File: src/rtl/alu_mul_sequencer_pkg.sv
// Shared definitions for the shift-add multiply sequencer.
// Holds the ALUCtrl encodings understood by the shared ALU and the
// sequencer state encoding.
package alu_mul_sequencer_pkg;

    localparam logic [3:0] ALU_AND    = 4'b0000;
    localparam logic [3:0] ALU_OR     = 4'b0001;
    localparam logic [3:0] ALU_ADD    = 4'b0010;
    localparam logic [3:0] ALU_PASSBM = 4'b0011;
    localparam logic [3:0] ALU_SUB    = 4'b0110;
    localparam logic [3:0] ALU_PASSB  = 4'b0111;

    typedef enum logic [1:0] {
        ST_IDLE = 2'd0,
        ST_RUN  = 2'd1,
        ST_DONE = 2'd2
    } seq_state_e;

endpackage

File: src/rtl/alu_mul_sequencer_if.sv
// Bundle of the multiply request/response signals and the datapath/ALU
// operand buses that the sequencer sits between.
// master: execute stage plus the external ALU result.
// slave:  the sequencer itself.
interface alu_mul_sequencer_if #(
    parameter int WIDTH = 64
);
    logic             Start;
    logic [WIDTH-1:0] OpA;
    logic [WIDTH-1:0] OpB;
    logic             Busy;
    logic             Done;
    logic [WIDTH-1:0] Product;
    logic             Stall;

    logic [WIDTH-1:0] DpBusA;
    logic [WIDTH-1:0] DpBusB;
    logic [3:0]       DpALUCtrl;

    logic [WIDTH-1:0] AluBusA;
    logic [WIDTH-1:0] AluBusB;
    logic [3:0]       AluCtrl;
    logic [WIDTH-1:0] AluBusW;

    modport master (
        output Start, OpA, OpB,
        output DpBusA, DpBusB, DpALUCtrl,
        output AluBusW,
        input  Busy, Done, Product, Stall,
        input  AluBusA, AluBusB, AluCtrl
    );

    modport slave (
        input  Start, OpA, OpB,
        input  DpBusA, DpBusB, DpALUCtrl,
        input  AluBusW,
        output Busy, Done, Product, Stall,
        output AluBusA, AluBusB, AluCtrl
    );

endinterface

File: src/rtl/alu_mul_sequencer_alu_port_mux.sv
// Owner select for the shared ALU operand/control inputs.
// The datapath owns the ALU unless the sequencer is mid-multiply.
module alu_port_mux #(
    parameter int WIDTH = 64
) (
    input  logic             sel_seq,
    input  logic [WIDTH-1:0] dp_bus_a,
    input  logic [WIDTH-1:0] dp_bus_b,
    input  logic [3:0]       dp_ctrl,
    input  logic [WIDTH-1:0] seq_bus_a,
    input  logic [WIDTH-1:0] seq_bus_b,
    input  logic [3:0]       seq_ctrl,
    output logic [WIDTH-1:0] alu_bus_a,
    output logic [WIDTH-1:0] alu_bus_b,
    output logic [3:0]       alu_ctrl
);

    // Combinational passthrough from whichever side currently owns the ALU.
    always_comb begin
        alu_bus_a = dp_bus_a;
        alu_bus_b = dp_bus_b;
        alu_ctrl  = dp_ctrl;
        if (sel_seq) begin
            alu_bus_a = seq_bus_a;
            alu_bus_b = seq_bus_b;
            alu_ctrl  = seq_ctrl;
        end
    end

endmodule

File: src/rtl/alu_mul_sequencer.sv
// Unsigned shift-add multiplier that borrows the shared ALU for each add.
// One multiplier bit is retired per RUN cycle; the low WIDTH bits of the
// product are returned and overflow wraps silently.
//
//   state | meaning
//   IDLE  | datapath owns the ALU, waiting for Start
//   RUN   | sequencer owns the ALU, pipeline stalled, one bit per cycle
//   DONE  | Done pulse for one cycle, Product valid, back to IDLE
module alu_mul_sequencer
    import alu_mul_sequencer_pkg::*;
#(
    parameter int         WIDTH      = 64,
    parameter int         EARLY_EXIT = 1,
    parameter logic [3:0] ADD_CODE   = ALU_ADD
) (
    input logic               Clk,
    input logic               Reset,
    alu_mul_sequencer_if.slave bus
);

    // Wide enough to hold WIDTH-1 with headroom, so it never wraps first.
    localparam int CW = $clog2(WIDTH) + 1;

    seq_state_e       state, state_n;
    logic [WIDTH-1:0] acc, acc_n;
    logic [WIDTH-1:0] mcand, mcand_n;
    logic [WIDTH-1:0] mplier, mplier_n;
    logic [WIDTH-1:0] product, product_n;
    logic [CW-1:0]    count, count_n;

    logic [WIDTH-1:0] acc_upd;
    logic [WIDTH-1:0] mplier_shr;
    logic             last_step;
    logic             busy;

    assign busy        = (state == ST_RUN);
    assign bus.Busy    = busy;
    assign bus.Stall   = busy;
    assign bus.Done    = (state == ST_DONE);
    assign bus.Product = product;

    alu_port_mux #(
        .WIDTH (WIDTH)
    ) u_alu_port_mux (
        .sel_seq   (busy),
        .dp_bus_a  (bus.DpBusA),
        .dp_bus_b  (bus.DpBusB),
        .dp_ctrl   (bus.DpALUCtrl),
        .seq_bus_a (acc),
        .seq_bus_b (mcand),
        .seq_ctrl  (ADD_CODE),
        .alu_bus_a (bus.AluBusA),
        .alu_bus_b (bus.AluBusB),
        .alu_ctrl  (bus.AluCtrl)
    );

    // Per-step datapath terms: conditional add via the ALU and exit test.
    always_comb begin
        acc_upd    = acc;
        mplier_shr = mplier >> 1;
        last_step  = 1'b0;
        if (mplier[0]) begin
            acc_upd = bus.AluBusW;
        end
        if (count == CW'(WIDTH - 1)) begin
            last_step = 1'b1;
        end
        if ((EARLY_EXIT != 0) && (mplier_shr == '0)) begin
            last_step = 1'b1;
        end
    end

    // Next-state and next-register values for the sequencer.
    always_comb begin
        state_n   = state;
        acc_n     = acc;
        mcand_n   = mcand;
        mplier_n  = mplier;
        count_n   = count;
        product_n = product;
        case (state)
            ST_IDLE: begin
                if (bus.Start) begin
                    mcand_n  = bus.OpA;
                    mplier_n = bus.OpB;
                    acc_n    = '0;
                    count_n  = '0;
                    if (bus.OpB == '0) begin
                        product_n = '0;
                        state_n   = ST_DONE;
                    end else begin
                        state_n = ST_RUN;
                    end
                end
            end
            ST_RUN: begin
                acc_n    = acc_upd;
                mcand_n  = mcand << 1;
                mplier_n = mplier_shr;
                count_n  = count + CW'(1);
                if (last_step) begin
                    product_n = acc_upd;
                    state_n   = ST_DONE;
                end
            end
            ST_DONE: begin
                state_n = ST_IDLE;
            end
            default: begin
                state_n = ST_IDLE;
            end
        endcase
    end

    // State and datapath registers; reset aborts any multiply in flight.
    always_ff @(posedge Clk) begin
        if (Reset) begin
            state   <= ST_IDLE;
            acc     <= '0;
            mcand   <= '0;
            mplier  <= '0;
            count   <= '0;
            product <= '0;
        end else begin
            state   <= state_n;
            acc     <= acc_n;
            mcand   <= mcand_n;
            mplier  <= mplier_n;
            count   <= count_n;
            product <= product_n;
        end
    end

endmodule

File: src/flat_wrapper.sv
// flat-port wrapper written by rule: the top's interface ports become plain ports
module alu_mul_sequencer_flat import alu_mul_sequencer_pkg::*;
#(
    parameter int         WIDTH      = 64,
    parameter int         EARLY_EXIT = 1,
    parameter logic [3:0] ADD_CODE   = ALU_ADD
)
  (Clk, Reset, bus_Start, bus_OpA, bus_OpB, bus_DpBusA, bus_DpBusB, bus_DpALUCtrl, bus_AluBusW, bus_Busy, bus_Done, bus_Product, bus_Stall, bus_AluBusA, bus_AluBusB, bus_AluCtrl);
  alu_mul_sequencer_if #(.WIDTH(WIDTH)) bus_i ();
  input logic Clk;
  input logic Reset;
  input wire logic [$bits(bus_i.Start)-1:0] bus_Start;
  input wire logic [$bits(bus_i.OpA)-1:0] bus_OpA;
  input wire logic [$bits(bus_i.OpB)-1:0] bus_OpB;
  input wire logic [$bits(bus_i.DpBusA)-1:0] bus_DpBusA;
  input wire logic [$bits(bus_i.DpBusB)-1:0] bus_DpBusB;
  input wire logic [$bits(bus_i.DpALUCtrl)-1:0] bus_DpALUCtrl;
  input wire logic [$bits(bus_i.AluBusW)-1:0] bus_AluBusW;
  output wire logic [$bits(bus_i.Busy)-1:0] bus_Busy;
  output wire logic [$bits(bus_i.Done)-1:0] bus_Done;
  output wire logic [$bits(bus_i.Product)-1:0] bus_Product;
  output wire logic [$bits(bus_i.Stall)-1:0] bus_Stall;
  output wire logic [$bits(bus_i.AluBusA)-1:0] bus_AluBusA;
  output wire logic [$bits(bus_i.AluBusB)-1:0] bus_AluBusB;
  output wire logic [$bits(bus_i.AluCtrl)-1:0] bus_AluCtrl;
  assign bus_i.Start = bus_Start;
  assign bus_i.OpA = bus_OpA;
  assign bus_i.OpB = bus_OpB;
  assign bus_i.DpBusA = bus_DpBusA;
  assign bus_i.DpBusB = bus_DpBusB;
  assign bus_i.DpALUCtrl = bus_DpALUCtrl;
  assign bus_i.AluBusW = bus_AluBusW;
  assign bus_Busy = bus_i.Busy;
  assign bus_Done = bus_i.Done;
  assign bus_Product = bus_i.Product;
  assign bus_Stall = bus_i.Stall;
  assign bus_AluBusA = bus_i.AluBusA;
  assign bus_AluBusB = bus_i.AluBusB;
  assign bus_AluCtrl = bus_i.AluCtrl;
  alu_mul_sequencer #(.WIDTH(WIDTH), .EARLY_EXIT(EARLY_EXIT), .ADD_CODE(ADD_CODE)) u_core (.Clk(Clk), .Reset(Reset), .bus(bus_i));
endmodule
File: config.mk
export PLATFORM = sky130hd
export DESIGN_NAME = alu_mul_sequencer_flat
export DESIGN_NICKNAME = d
export VERILOG_FILES = /design/src/rtl/alu_mul_sequencer_pkg.sv /design/src/rtl/alu_mul_sequencer_if.sv /design/src/rtl/alu_mul_sequencer_alu_port_mux.sv /design/src/rtl/alu_mul_sequencer.sv /design/src/flat_wrapper.sv
export SDC_FILE = /design/constraint.sdc
export NUM_CORES = 1
export LEC_CHECK = 0
export BUFFER_PORTS_ARGS = -buffer_cell sky130_fd_sc_hd__buf_2
export CORE_ASPECT_RATIO = 0.5
export CORE_MARGIN = 10
export CORE_UTILIZATION = 35
export CTS_CLUSTER_SIZE = 28
export DETAILED_ROUTE_END_ITERATION = 7
export PLACE_DENSITY = 0.64
export REMOVE_ABC_BUFFERS = 1
export SYNTH_ARGS = -nofsm -noshare
export SYNTH_HDL_FRONTEND = slang
export SYNTH_SLANG_ARGS = --single-unit
File: constraint.sdc
create_clock -name Clk -period 2.2 [get_ports Clk]
set_input_delay 0.11 -clock Clk [delete_from_list [all_inputs] [get_ports Clk]]
set_output_delay 0.11 -clock Clk [all_outputs]
set_load 0.005 [all_outputs]
==> impl_metrics.py <==
metrics = {
    "run_status": {
        "status": "finished clean",
    },
    "final_layout": {
        "fin_util_pct": 52.1,
        "n_fill_cell": 3639,
        "nets": 2865,
        "area_growth_pct": 45.5,
        "regArea_um2": 5310,
        "drive_gt1_share_pct": 27.3,
        "multi_input_area_um2": 7570,
    },
    "route": {
        "drtPass1Iterations": 6,
        "avgViaCountPerCell": 5.18,
        "routed_wl_um": 56800,
        "ant_nets": 0,
        "routedWlPerCell_um": 18.4,
        "drtIter0Drc": 1449,
        "vias": 16000,
        "drcViolationCount": 0,
    },
    "timing": {
        "worst_pin_slew_ns": 0.464,
        "maxSlewViolCount": 0,
        "fmax_mhz": 458,
        "holdWs_ns": 0.0192,
        "finalSetupViolCount": 0,
        "fin_crit_ns": 2.18,
        "clock_skew_ns": 0.0130,
        "min_period_over_period_pct": 99.3,
        "hold_viol": 0,
        "slew_headroom_pct": 69.1,
    },
    "critical_path": {
        "start_kind": "input pin",
        "path_cells": "dlygate4sd3_1 > buf_2 > nor4_1 > nand4_1 > nor4_1 > buf_4 > o22a_2 > buf_12 > a31oi_1",
        "criticalPathCategory": "in -> reg",
        "worstPathRequired_ns": 2.61,
        "worst_ep_arrival_time_ns": 2.60,
        "cp-end-kind": "flop",
        "crit_top_cell": "nor4_1",
        "cp_slowest_cell": "dlygate4sd3_1",
        "path_max_fanout": 34,
        "critPathMaxStageDelay_ns": 0.55,
    },
    "yosys": {
        "synth_top_flop_cell": "dfxtp_1",
        "syn_inst": 1931,
        "synth-seq-area-share_pct": 39.3,
        "synth-adder-area-share_pct": 0.0926,
        "synth_top_area_share_pct": 39.3,
        "synthTopCellsByArea": "dfxtp_1 39%, nand2_1 21%, a311oi_1 8.2%, nor2_1 5.6%, mux2_2 5.3%",
        "synthSimpleGateAreaFrac_pct": 29.7,
        "synth_compound_area_share_pct": 20.1,
        "ys_seq_elements": 265,
        "ys_warn_count": 0,
        "postSynth.asyncResetShare_pct": 0,
        "synth_common_cells": "767 x nand2_1, 265 x dfxtp_1, 203 x nor2_1",
        "post-synth-top-count-cell": "nand2_1",
        "synth_largest_area_cell": "dfxtp_1",
        "synth_area_um2": 13500,
        "synth_edf_count": 0,
        "synth_cell_types": 35,
        "post_synth_xor_area_fraction_pct": 0.195,
        "synth_top_family_by_area": "simple AND/OR/NAND/NOR gates",
        "syn_area_per_cell_um2": 6.99,
        "synth_mux_area_share_pct": 5.34,
    },
    "global_route": {
        "grt_max_degree": 104,
        "grt_pass1_wl_um": 85800,
        "antenna_found_initial": 6,
        "grt_pass1_vias": 15400,
        "gr-total-overflow": 0,
        "grtUsageTotal_pct": 21.6,
    },
    "floorplan": {
        "rows": 50,
        "die_h_um": 159,
        "start_util_pct": 35.8,
        "core_um2": 37700,
        "die_x_um": 298,
        "ios": 526,
        "dieArea_um2": 47300,
    },
    "placed_design": {
        "place_congestion": 0.961,
        "place_hpwl_um": 39100,
        "port_buffers": 525,
    },
    "clocking": {
        "cts_tree": "done",
        "cts_root_buf": "clkbuf_16",
        "cts_buffer_depth": 3,
        "htree_levels": 1,
        "insertion_delay_ns": 0.55,
        "clk_pin_slew_ns": 0.06,
        "cts_buffers": 26,
        "clock_sinks": 265,
    },
    "worst_hold_path": {
        "hp-class": "in -> reg",
    },
    "pwr": {
        "power_density_nw_per_um2": 674,
        "p_total_mw": 13.2,
        "ir_drop_v": 0.000539,
        "leakage_nw": 8.98,
    },
    "flow_run": {
        "drv_cap": 0,
    },
}
final timing paths:
path	cells past startpoint	slack, ns	to	start
min reg2reg	2	0.47	u_core.acc[4]$_SDFFE_PP0P_	u_core.acc[4]$_SDFFE_PP0P_
max	9	0.02	u_core.bus.Product[33]$_SDFFE_PP0P_	bus_OpB[49]
min	4	0.02	u_core.acc[8]$_SDFFE_PP0P_	bus_AluBusW[8]
max reg2reg	7	0.05	u_core.bus.Product[45]$_SDFFE_PP0P_	u_core.mplier[35]$_SDFFE_PP0P_
what timing repair did:
| action | in CTS | in global routing |
|---|---|---|
| hold endpoints to repair | 180 | 0 |
| pin swaps | 0 | 2 |
| hold buffers | 180 | 0 |
| endpoints found under the setup margin | 114 | 61 |
| resized for setup | 4 | 10 |
| gates cloned | 0 | 4 |
| setup buffers | 2 | 2 |
layer usage:
metal | wire (µm) | global-route usage, %
met5 | 0 | 0
met2 | 29800 | 40.0
met3 | 2650 | 2.13
met1 | 22900 | 26.1
met4 | 1470 | 6.19
area by class of cell:
type | instances | share of cell area [%]
multi-input cells | 1492 | 38.6
clock buffers | 33 | 3.81
repair buffers | 750 | 26.3
flip-flops and latches | 265 | 27.0
well taps | 520 | 3.31
diodes | 6 | 0.0764
clock inverters | 15 | 0.834
inverters | 2 | 0.102
state kept, by name, indices dropped and copies added (netlist names):
signal and count:
u_core.count 7, u_core.mcand 64, u_core.state 2, u_core.acc 64, u_core.mplier 64, u_core.bus.Product 64
critical path, delay by kind of cell:
kind / cells / cell delay [ns]
buffers and inverters: 4 / 1.12
AO/OA/AOI/OAI: 2 / 0.33
AND/OR/NAND/NOR: 3 / 1.02
stage by stage:
stage / TNS (ns) / instance area (µm²) / setup slack, ns / std cells
after global placement: 0 / 16700 / 0.164 / 2841
after global routing: -0.732 / 19600 / -0.0382 / 3083
final: 0 / 19600 / 0.0156 / 3083
after floorplan: -4145.14 / 12800 / -15.53 / 1759
after CTS: 0 / 19400 / 0.00937 / 3071
after detailed placement: 0 / 16700 / 0.0678 / 2841
power by group:
group | internal [mW] | switching, mW
clock network | 2.77 | 2.03
logic | 1.35 | 1.70
registers | 5.12 | 0.264
cells by family (layout without fill, tap and decap cells):
logic type	after synthesis	after routing
mux	64	64
buf+inv	174	800
flops	265	265
compound gates	396	396
other cells	0	6
simple gates	1028	1028
xor+xnor	3	3
fa+ha+maj	1	1
cell usage in the layout, fill, tap and decap left out, types with 2 or more instances in the layout:
cell	instances
o31ai_1	64
a21oi_1	133
dfxtp_1	262
clkinvlp_4	4
nor4_2	5
buf_2	524
buf_4	18
nand2_1	766
clkinv_2	7
a31oi_1	64
nor3_1	2
nor2_1	203
dfxtp_2	2
clkbuf_8	6
buf_12	17
xor2_1	3
mux2_2	64
nor2b_1	2
and2_1	3
bufinv_16	3
a21o_1	2
nor4_1	27
diode_2	6
a311oi_1	126
nand4_1	10
buf_16	5
dlygate4sd3_1	180
nand2b_4	2
clkbuf_16	31
Note: power is estimated with default switching activity, not from simulation.
